File: src/rtl/led_cnt_multi.sv
// ---------------------------------------------------------------------------
// led_cnt_multi
//
// Multi-pattern LED driver. A prescaler divides clk100 down to a base tick,
// a programmable divider turns base ticks into pattern steps, and on every
// step the LED pattern advances according to the selected mode:
//   0 = up-count, 1 = down-count, 2 = walking-one, 3 = bounce.
// A one-cycle wrap pulse accompanies the step that completes a pattern cycle.
//
// Ports
//   clk100    in   1        system clock (100 MHz), rising edge only
//   rstn      in   1        asynchronous active-low reset
//   div_i     in   DIV_W    step divider: one step every (div_i+1) base ticks
//   mode_i    in   2        pattern mode select
//   wren_i    in   1        load strobe: captures div_i/mode_i, restarts
//   led_o     out  NUM_LED  registered LED pattern
//   led_int_o out  1        registered one-cycle wrap pulse
// ---------------------------------------------------------------------------
module led_cnt_multi #(
  parameter int NUM_LED  = 4,
  parameter int DIV_W    = 5,
  parameter int PRESCALE = 1_000_000
) (
  input  logic               clk100,
  input  logic               rstn,
  input  logic [DIV_W-1:0]   div_i,
  input  logic [1:0]         mode_i,
  input  logic               wren_i,
  output logic [NUM_LED-1:0] led_o,
  output logic               led_int_o
);

  // PRESCALE=1 still needs a one-bit counter; it simply never leaves 0.
  localparam int PRE_W = (PRESCALE > 1) ? $clog2(PRESCALE) : 1;

  localparam logic [PRE_W-1:0]   PRE_LAST = PRE_W'(PRESCALE - 1);
  localparam logic [PRE_W-1:0]   PRE_ONE  = PRE_W'(1);
  localparam logic [DIV_W-1:0]   DIV_ONE  = DIV_W'(1);
  localparam logic [NUM_LED-1:0] LED_ONE  = NUM_LED'(1);

  localparam logic [1:0] MODE_UP     = 2'd0;
  localparam logic [1:0] MODE_DOWN   = 2'd1;
  localparam logic [1:0] MODE_WALK   = 2'd2;
  localparam logic [1:0] MODE_BOUNCE = 2'd3;

  // Pattern loaded when a new setting is written.
  function automatic logic [NUM_LED-1:0] start_pattern(input logic [1:0] mode);
    logic [NUM_LED-1:0] pat;
    case (mode)
      MODE_UP:   pat = '0;
      MODE_DOWN: pat = '1;
      default:   pat = LED_ONE;
    endcase
    return pat;
  endfunction

  // Shadow settings and counters
  logic [DIV_W-1:0]   r_div;
  logic [1:0]         r_mode;
  logic [PRE_W-1:0]   r_pre_cnt;
  logic [DIV_W-1:0]   r_div_cnt;
  logic               r_dir;       // bounce direction, 0 = toward MSB
  logic [NUM_LED-1:0] r_led;
  logic               r_led_int;

  // Step generation
  logic w_tick;
  logic w_div_hit;
  logic w_step;

  assign w_tick    = (r_pre_cnt == PRE_LAST);
  assign w_div_hit = (r_div_cnt == r_div);
  assign w_step    = w_tick & w_div_hit;

  // Candidate next pattern for each mode
  logic [NUM_LED-1:0] w_led_inc;
  logic [NUM_LED-1:0] w_led_dec;
  logic [NUM_LED-1:0] w_led_rol;
  logic [NUM_LED-1:0] w_led_shl;
  logic [NUM_LED-1:0] w_led_shr;

  assign w_led_inc = r_led + LED_ONE;
  assign w_led_dec = r_led - LED_ONE;
  assign w_led_rol = {r_led[NUM_LED-2:0], r_led[NUM_LED-1]};
  assign w_led_shl = r_led << 1;
  assign w_led_shr = r_led >> 1;

  // Selected next pattern, wrap flag and next bounce direction
  logic [NUM_LED-1:0] w_led_nxt;
  logic               w_wrap;
  logic               w_dir_nxt;

  always_comb begin
    w_led_nxt = r_led;
    w_wrap    = 1'b0;
    w_dir_nxt = r_dir;
    case (r_mode)
      MODE_UP: begin
        w_led_nxt = w_led_inc;
        w_wrap    = &r_led;
      end
      MODE_DOWN: begin
        w_led_nxt = w_led_dec;
        w_wrap    = (r_led == '0);
      end
      MODE_WALK: begin
        w_led_nxt = w_led_rol;
        w_wrap    = r_led[NUM_LED-1];
      end
      MODE_BOUNCE: begin
        // Reaching either end reverses direction and counts as a wrap.
        if (!r_dir) begin
          w_led_nxt = w_led_shl;
          if (w_led_shl[NUM_LED-1]) begin
            w_wrap    = 1'b1;
            w_dir_nxt = 1'b1;
          end
        end else begin
          w_led_nxt = w_led_shr;
          if (w_led_shr[0]) begin
            w_wrap    = 1'b1;
            w_dir_nxt = 1'b0;
          end
        end
      end
      default: begin
        w_led_nxt = r_led;
      end
    endcase
  end

  // Settings: captured only on a load strobe
  always_ff @(posedge clk100 or negedge rstn) begin
    if (!rstn) begin
      r_div  <= '0;
      r_mode <= MODE_UP;
    end else if (wren_i) begin
      r_div  <= div_i;
      r_mode <= mode_i;
    end
  end

  // Prescaler and divider: a load discards any partial count
  always_ff @(posedge clk100 or negedge rstn) begin
    if (!rstn) begin
      r_pre_cnt <= '0;
      r_div_cnt <= '0;
    end else if (wren_i) begin
      r_pre_cnt <= '0;
      r_div_cnt <= '0;
    end else begin
      r_pre_cnt <= w_tick ? '0 : (r_pre_cnt + PRE_ONE);
      if (w_tick) begin
        r_div_cnt <= w_div_hit ? '0 : (r_div_cnt + DIV_ONE);
      end
    end
  end

  // Pattern, direction and wrap pulse; a load takes priority over a step
  always_ff @(posedge clk100 or negedge rstn) begin
    if (!rstn) begin
      r_led     <= '0;
      r_dir     <= 1'b0;
      r_led_int <= 1'b0;
    end else if (wren_i) begin
      r_led     <= start_pattern(mode_i);
      r_dir     <= 1'b0;
      r_led_int <= 1'b0;
    end else begin
      if (w_step) begin
        r_led <= w_led_nxt;
        r_dir <= w_dir_nxt;
      end
      r_led_int <= w_step & w_wrap;
    end
  end

  assign led_o     = r_led;
  assign led_int_o = r_led_int;

endmodule
File: config.mk
export PLATFORM = sky130hd
export DESIGN_NAME = led_cnt_multi
export DESIGN_NICKNAME = d
export VERILOG_FILES = /design/src/rtl/led_cnt_multi.sv
export SDC_FILE = /design/constraint.sdc
export NUM_CORES = 1
export LEC_CHECK = 0
export CELL_PAD_IN_SITES_DETAIL_PLACEMENT = 1
export CELL_PAD_IN_SITES_GLOBAL_PLACEMENT = 2
export CORE_AREA = 2 2 86 88
export CTS_CLUSTER_DIAMETER = 30
export DETAILED_ROUTE_END_ITERATION = 8
export DIE_AREA = 0 0 88 90
export PLACE_DENSITY = 0.69
export SYNTH_ARGS = -nofsm -noshare
export SYNTH_HDL_FRONTEND = slang
export SYNTH_SLANG_ARGS = --single-unit
File: constraint.sdc
create_clock -name clk100 -period 3.4 [get_ports clk100]
set_input_delay 0.68 -clock clk100 [delete_from_list [all_inputs] [get_ports clk100]]
set_output_delay 0.68 -clock clk100 [all_outputs]
set_load 0.03 [all_outputs]
; ---- After elaboration in Yosys (flattened, before gate mapping)
; Index checks and enable logic that the tools add are counted.
[word_totals]
ff_bits = 38
elab_cells = 47
[classes]
add_sub_neg = 4
eq_ne = 6
mux = 20
bitwise_logic = 2
n_reduce_logical = 8
[ops]
columns = operator, count
row1 = $mux W20, 2
row2 = $add A20 B1 Y20 const B, 1
row3 = $eq A20 B20 Y1 const B, 1
row4 = $pmux W4 S4, 1
row5 = $mux W5, 3
row6 = $mux W4, 3
row7 = $mux W1, 9
row8 = $pmux W4 S2, 1
row9 = $reduce_bool A2 Y1, 3
row10 = $add A5 B1 Y5 const B, 1
row11 = $eq A5 B5 Y1, 1
row12 = $add A4 B1 Y4 const B, 1
row13 = $eq A2 B1 Y1 const B, 2
row14 = $eq A2 B2 Y1 const B, 2
row15 = $logic_not A2 Y1, 2
row16 = $logic_not A4 Y1, 1
row17 = $pmux W1 S4, 1
row18 = $reduce_and A4 Y1, 1
row19 = $sub A4 B1 Y4 const B, 1
row20 = $and A1 B1 Y1, 2
row21 = $reduce_and A2 Y1, 1

; ---- Depth between registers and ports, before layout
; Gate-level depths: netlist of run 1.
[logic_depth]
ltp_word = 5
mapped_depth = 10

; ---- Least setup slack after synthesis of run 1
; No wires, ideal clock.
[synth_timing]
kind = reg2reg
start = register r_pre_cnt[0]
end = register r_pre_cnt[13]
setup_time_ps = 118
t_arrival_ps = 1961
t_required_ps = 3282
slack_ps = 1321
path_stages_with_launch = 9
path_buffers = 2
period_less_slack_ps = 2079
cell_sequence = dfrtp_1 -> ha_1 -> nand4_2 -> or4_4 -> or2_1 -> nand2b_1 -> buf_4 -> buf_4 -> nor2_1
[synth_via]
elab_chain_cells = 3
elab_cells_between_ends = 4
[synth_lines]
columns = element, line_no
row1 = from (decl), 60  ; logic [PRE_W-1:0] r_pre_cnt;
row2 = from (signal assigned), 152  ; r_pre_cnt <= w_tick ? '0 : (r_pre_cnt + PRE_ONE);
row3 = $add A20 B1 Y20 / $eq A20 B20 Y1 (equally long branches), "152, 71"
row4 = $mux W20 (*), 152
row5 = $mux W20 (*), 148  ; end else if (wren_i) begin
; Mark *: on every way between the ends. The rest lies on a longest branch, timed or not.
; A chain may end at the register's enable or synchronous reset.

; ---- Worst setup path after layout of run 1
[layout_timing]
start = register r_pre_cnt[0]
end = register r_pre_cnt[18]
; Same word-level chain as after synthesis.

==> results.ini, run 1 <==
[finish]
fill_cells = 806
regArea_um2 = 951
final_net_count = 248
fin_util = 0.354
multiInputGateArea_um2 = 1100
drive_gt1_frac = 0.0890
antenna_cells = 0
area_delta_synth_final_pct = 17.2

[drt]
drt_first_iter_violations = 50
vias = 1670
drtPass1Iterations = 4
vias_per_cell = 4.99
drt.antenna.violating_nets = 0
post_drt_wl_per_cell_um = 14.7
postRouteWirelength_um = 4930
drc = 0

[yosys]
synthFlopType = dfrtp_1
synth-async-reset-ratio = 1.00
synth_common_cells = dfrtp_1, nor2_1, nand2_1, nand3_1, xor2_1
synth-seq-cells = 38
syn-num-nets = 236
yosysTopAreaCellShare = 0.448
synth_top_family_by_area = simple AND/OR/NAND/NOR gates
yosysTopAreaCell = dfrtp_1
yosys.area_share.adder = 0.0177
yosysWarnings = 0
ys_seq_area_frac = 0.448
synth_xor_area_frac = 0.107
synth_compound_area_frac = 0.0791
synth_cell_types = 43
yosysMostFrequentCell = dfrtp_1
synth_edf_count = 0
synth-simple-area-share = 0.270
syn_area_um2 = 2120
synth.area.top_cells = dfrtp_1, xor2_1, nor2_1
synth_mux_area_frac = 0.0454
synth_cells = 223
syn_avg_cell_area_um2 = 9.51

[sta]
slew_viol_final = 0
setup_violations = 0
clock_skew_ps = 10.9
timing.final.ws_setup_ps = 928
tightest_slew_ps = 1030
relSlewSlack = 0.309
finalHoldViolCount = 0
rsz0062_at_grt = false
timing.setup.tns_ps = 0
finalCriticalPeriod_ps = 2470
max_freq_mhz = 404
finalCritPeriodShare = 0.727

[global_routing]
grt_use_total = 0.139
grt_max_degree = 39
grt-busiest-layer = met2
grt_use_met1 = 0.189
grt_pass1_wl_um = 8750
antenna_found_initial = 0
grt_pass1_vias = 1783
grt_overflow = 0
met3_usage = 0.0285
met2_usage = 0.219

[place]
place_hpwl_um = 3450
place.port_buffers = 14
gp_congestion = 0.722
dp_slack_ps = 862

[critical_path]
cp-start-kind = register
cp_slowest_cell = or4_4
rr_startpoint = r_pre_cnt[0]$_DFF_PN0_
r2r-end = r_pre_cnt[18]$_DFF_PN0_
cp.required_ps = 3550
arrival_ps = 2620
worstSetupEndpointType = register
reg2reg_depth = 6
max_stage_delay_ps = 570
critical_path.cell_chain = ha_1 -> nand4_2 -> or4_4 -> or2_1 -> nand2b_1 -> nor2_1
worstSetupPathType = register to register
reg2reg_slack_ps = 930
path_max_fanout = 19

[clock_tree]
clk-insertion-delay-late_ps = 290
post_cts_buffers = 0
cts_max_level = 2
cts_root_buffer = clkbuf_8
hold_buffers = 0
cts_tree = done
clkTransAtPathRegs_ps = 80
cts_resized = 0
cts_num_sinks = 38
cts_buffers = 5
cts_buffer_depth = 2

[floorplan]
dieArea_um2 = 7920
io_pins = 15
initial_core_util = 0.302
die_w_um = 88
num_rows = 31
dieHeight_um = 90
core_area_um2 = 7020

[power_and_ir_drop]
vdd_drop_max_v = 0.000140
leakage_uw = 0.00102
p_per_area_nw_per_um2 = 444

[run_status]
status = finished clean

[worst_hold_path]
hp-start = r_pre_cnt[0]$_DFF_PN0_
min_to = r_pre_cnt[0]$_DFF_PN0_
hold_class = register to register
min_path_cells = 1

[flow_run]
cap_viol_max_count = 0

## layout by cell type, fill, tap and decap left out, drive strengths merged, types with 4 or more instances in the layout
| cell type | Yosys | routed |
|---|---|---|
| dfrtp | 38 | 38 |
| clkdlybuf4s50 | 0 | 13 |
| mux2i | 4 | 4 |
| o21ai | 5 | 5 |
| clkbuf | 8 | 6 |
| nand3 | 15 | 15 |
| xnor2 | 11 | 11 |
| xor2 | 15 | 15 |
| nor2 | 33 | 33 |
| or2 | 4 | 4 |
| nand2 | 17 | 17 |
| a21oi | 8 | 8 |
| nand4 | 8 | 8 |
| mux2 | 5 | 5 |
| inv | 6 | 6 |
| nor4 | 4 | 4 |
## layer usage
layer  up-vias  part of all wire
met5         -                 0
met4         0            0.0089
met3         4             0.025
met2        18              0.47
met1       848              0.49
li1        800                 -
## worst max-delay path, delay by kind of cell (launching register included)
family | cells | cell delay, ps
adders and majority gates | 1 | 240
DFF | 1 | 390
and+or+nand+nor | 5 | 1700
## sequential cells by signal (all words and copies together) (netlist names)
signal / count
r_pre_cnt: 20
r_div: 5
r_div_cnt: 5
led_o: 4
r_mode: 2
led_int_o: 1
r_dir: 1
## layout make-up
cell class / count / area share
well taps: 99 / 0.0498
clock buffers: 6 / 0.0332
repair buffers: 15 / 0.0574
clock inverters: 2 / 0.0242
inverters: 6 / 0.00906
multi-input cells: 169 / 0.444
flip-flops and latches: 38 / 0.383
## power breakdown
group	internal (uW)	switching, uW
registers	470	29.1
logic	57.7	64.6
clock network	313	169
total	841	263
## stage by stage
| stage | cells | hold slack [ps] | power [uW] | area [um2] |
|---|---|---|---|---|
| global route | 335 | 525 | 1170 | 2480 |
| floorplan | 223 | 384 | 585 | 2120 |
| CTS | 335 | 494 | 1130 | 2480 |
| finish | 335 | 494 | 1100 | 2480 |
| global placement | 327 | 469 | 632 | 2340 |
| detailed placement | 327 | 484 | 633 | 2340 |
## worst max path at each step
stage,startpoint,end,slack [ps],depth (start not counted)
floorplan,r_pre_cnt[0]$_DFF_PN0_,r_pre_cnt[13]$_DFF_PN0_,1320,8
global placement,r_pre_cnt[0]$_DFF_PN0_,r_pre_cnt[16]$_DFF_PN0_,960,6
detailed placement,r_pre_cnt[0]$_DFF_PN0_,r_pre_cnt[17]$_DFF_PN0_,860,6
CTS,r_pre_cnt[0]$_DFF_PN0_,r_pre_cnt[18]$_DFF_PN0_,880,6
global route,r_pre_cnt[0]$_DFF_PN0_,r_pre_cnt[14]$_DFF_PN0_,720,6
finish,r_pre_cnt[0]$_DFF_PN0_,r_pre_cnt[18]$_DFF_PN0_,930,6
## cell families after synthesis
group	count (synthesis)
flops	38
compound gates	26
xor+xnor	26
buf+inv	16
mux	9
simple gates	105
fa+ha+maj	3
(Power assumes the default switching activity.)
==> inputs of run 2 (changes only) <==
==> constraint.sdc (replaced) <==
create_clock -name clk100 -period 2.5 [get_ports clk100]
set_input_delay 0.5 -clock clk100 [delete_from_list [all_inputs] [get_ports clk100]]
set_output_delay 0.5 -clock clk100 [all_outputs]
set_load 0.03 [all_outputs]
==> run 2 against run 1 <==
  * Largest power group unchanged
  * Worst hold slack worse by 410 ps
  * Flip-flop and latch count did not move
  * Utilization rose by 0.53 points
  * Worst setup slack got worse by 650 ps
  * Sequential power rose by 36%
  * First-iteration DRC count shrank 46%
  * Highest routed layer unchanged
  * Fmax grew 11%
  * Critical path depth shrank 1
  * Combinational power rose by 42%
  * Total power increased by 35%
  * Non-clock buffer count increased by 4
==> results.ini, run 2 (same netlist as run 1, synthesis figures left out) <==
[power_and_ir_drop]
vdd_drop_max_v = 0.000174
p_per_area_nw_per_um2 = 591
leakage_uw = 0.00104

[floorplan]
core_area_um2 = 7020
dieArea_um2 = 7920
num_rows = 31
initial_core_util = 0.302
dieHeight_um = 90
die_w_um = 88
io_pins = 15

[clock_tree]
post_cts_buffers = 0
hold_buffers = 0
cts_resized = 0
cts_root_buffer = clkbuf_8
clk-insertion-delay-late_ps = 300
clkTransAtPathRegs_ps = 90
cts_buffers = 5
cts_num_sinks = 38
cts_buffer_depth = 2
cts_tree = done
cts_max_level = 2

[worst_hold_path]
hold_class = input pin to asynchronous set/reset pin

[sta]
timing.final.ws_setup_ps = 274
max_freq_mhz = 449
timing.setup.tns_ps = 0
relSlewSlack = 0.635
finalCritPeriodShare = 0.890
finalHoldViolCount = 0
rsz0062_at_grt = false
slew_viol_final = 0
hold_slack_ps = 88.6
tightest_slew_ps = 543
finalCriticalPeriod_ps = 2230
clock_skew_ps = 15.5
setup_violations = 0

[finish]
drive_gt1_frac = 0.104
top_regs = r_pre_cnt: 20 flops, r_div: 5 flops, r_div_cnt: 5 flops
top_register = r_pre_cnt
area_delta_synth_final_pct = 18.9
final_net_count = 252
largest_reg_flops = 20
final_cell_mix = dfrtp_1, nor2_1, nand2_1
antenna_cells = 0
final_common_cell = dfrtp_1

[place]
place_hpwl_um = 3350
place.port_buffers = 14
dp_slack_ps = 250
gp_congestion = 0.714

[critical_path]
worstSetupPathType = register to register
path_max_fanout = 5
crit_path_end = led_int_o$_DFF_PN0_
cp-start-kind = register
cp.required_ps = 2670
worstSetupEndpointType = register
reg2reg_depth = 5
r2r-end = led_int_o$_DFF_PN0_
reg2reg_slack_ps = 270
rr_startpoint = r_pre_cnt[0]$_DFF_PN0_
startpoint = r_pre_cnt[0]$_DFF_PN0_
arrival_ps = 2400

[global_routing]
grt_pass1_vias = 1673
grt_pass1_wl_um = 8420
grt_use_total = 0.135
grt_max_degree = 27
antenna_found_initial = 0
grt_overflow = 0

[drt]
vias_per_cell = 4.79
drt_first_iter_violations = 27
drt.antenna.violating_nets = 0
vias = 1624
drc = 0
postRouteWirelength_um = 4750
post_drt_wl_per_cell_um = 14.0
drtPass1Iterations = 4

[run_status]
status = finished clean

[flow_run]
cap_viol_max_count = 0

[run 2: worst min-delay path by stage]
stage          startpoint                    end  slack [ps]  cells past startpoint
2_1_floorplan        rstn    led_int_o$_DFF_PN0_         200                      0
3_3_place_gp         rstn  r_mode[0]$_DFFE_PN0P_         420                      1
3_5_place_dp         rstn  r_mode[0]$_DFFE_PN0P_         420                      1
4_1_cts              rstn   r_div[3]$_DFFE_PN0P_          90                      1
5_1_grt              rstn   r_div[4]$_DFFE_PN0P_         100                      1
6_report             rstn      r_dir$_DFFE_PN0P_          90                      1
[run 2: worst max-delay path: stages (launching register included)]
cell     delay (ps)
dfrtp_1         390
ha_1            230
nand4_2         170
or4_4           580
nor4_4          420
nor4b_1         330
[run 2: routing by layer]
layer	vias to the layer above	global-route usage	routed length, um
met5	-	0	0
met4	0	0.0346	61
met3	5	0.0358	125
met2	15	0.199	2150
met1	793	0.195	2410
li1	811	-	-
[run 2: cell type report]
class / count / area [um2]
fill: 804 / 4500
multi-input combinational: 169 / 1100
sequential: 38 / 951
timing repair buffer: 19 / 185
tap: 99 / 124
clock buffer: 5 / 68.8
clock inverter: 3 / 68.8
inverter: 6 / 22.5
[run 2: power breakdown]
group          total [uW]  internal, uW  leakage (uW)  switching, uW
combinational         173          83.5      0.000465           89.2
clock                 639           400     0.0000683            239
sequential            678           640      0.000504           38.1
total                1490          1120       0.00104            366
[run 2: metrics by stage]
stage                      util  area, um2  instances  total power [uW]
after floorplan               -       2120        223               796
after global placement    0.340       2380        331               867
after detailed placement  0.340       2380        331               867
after CTS                 0.359       2520        339              1510
after global routing      0.359       2520        339              1570
final                     0.359       2520        339              1490
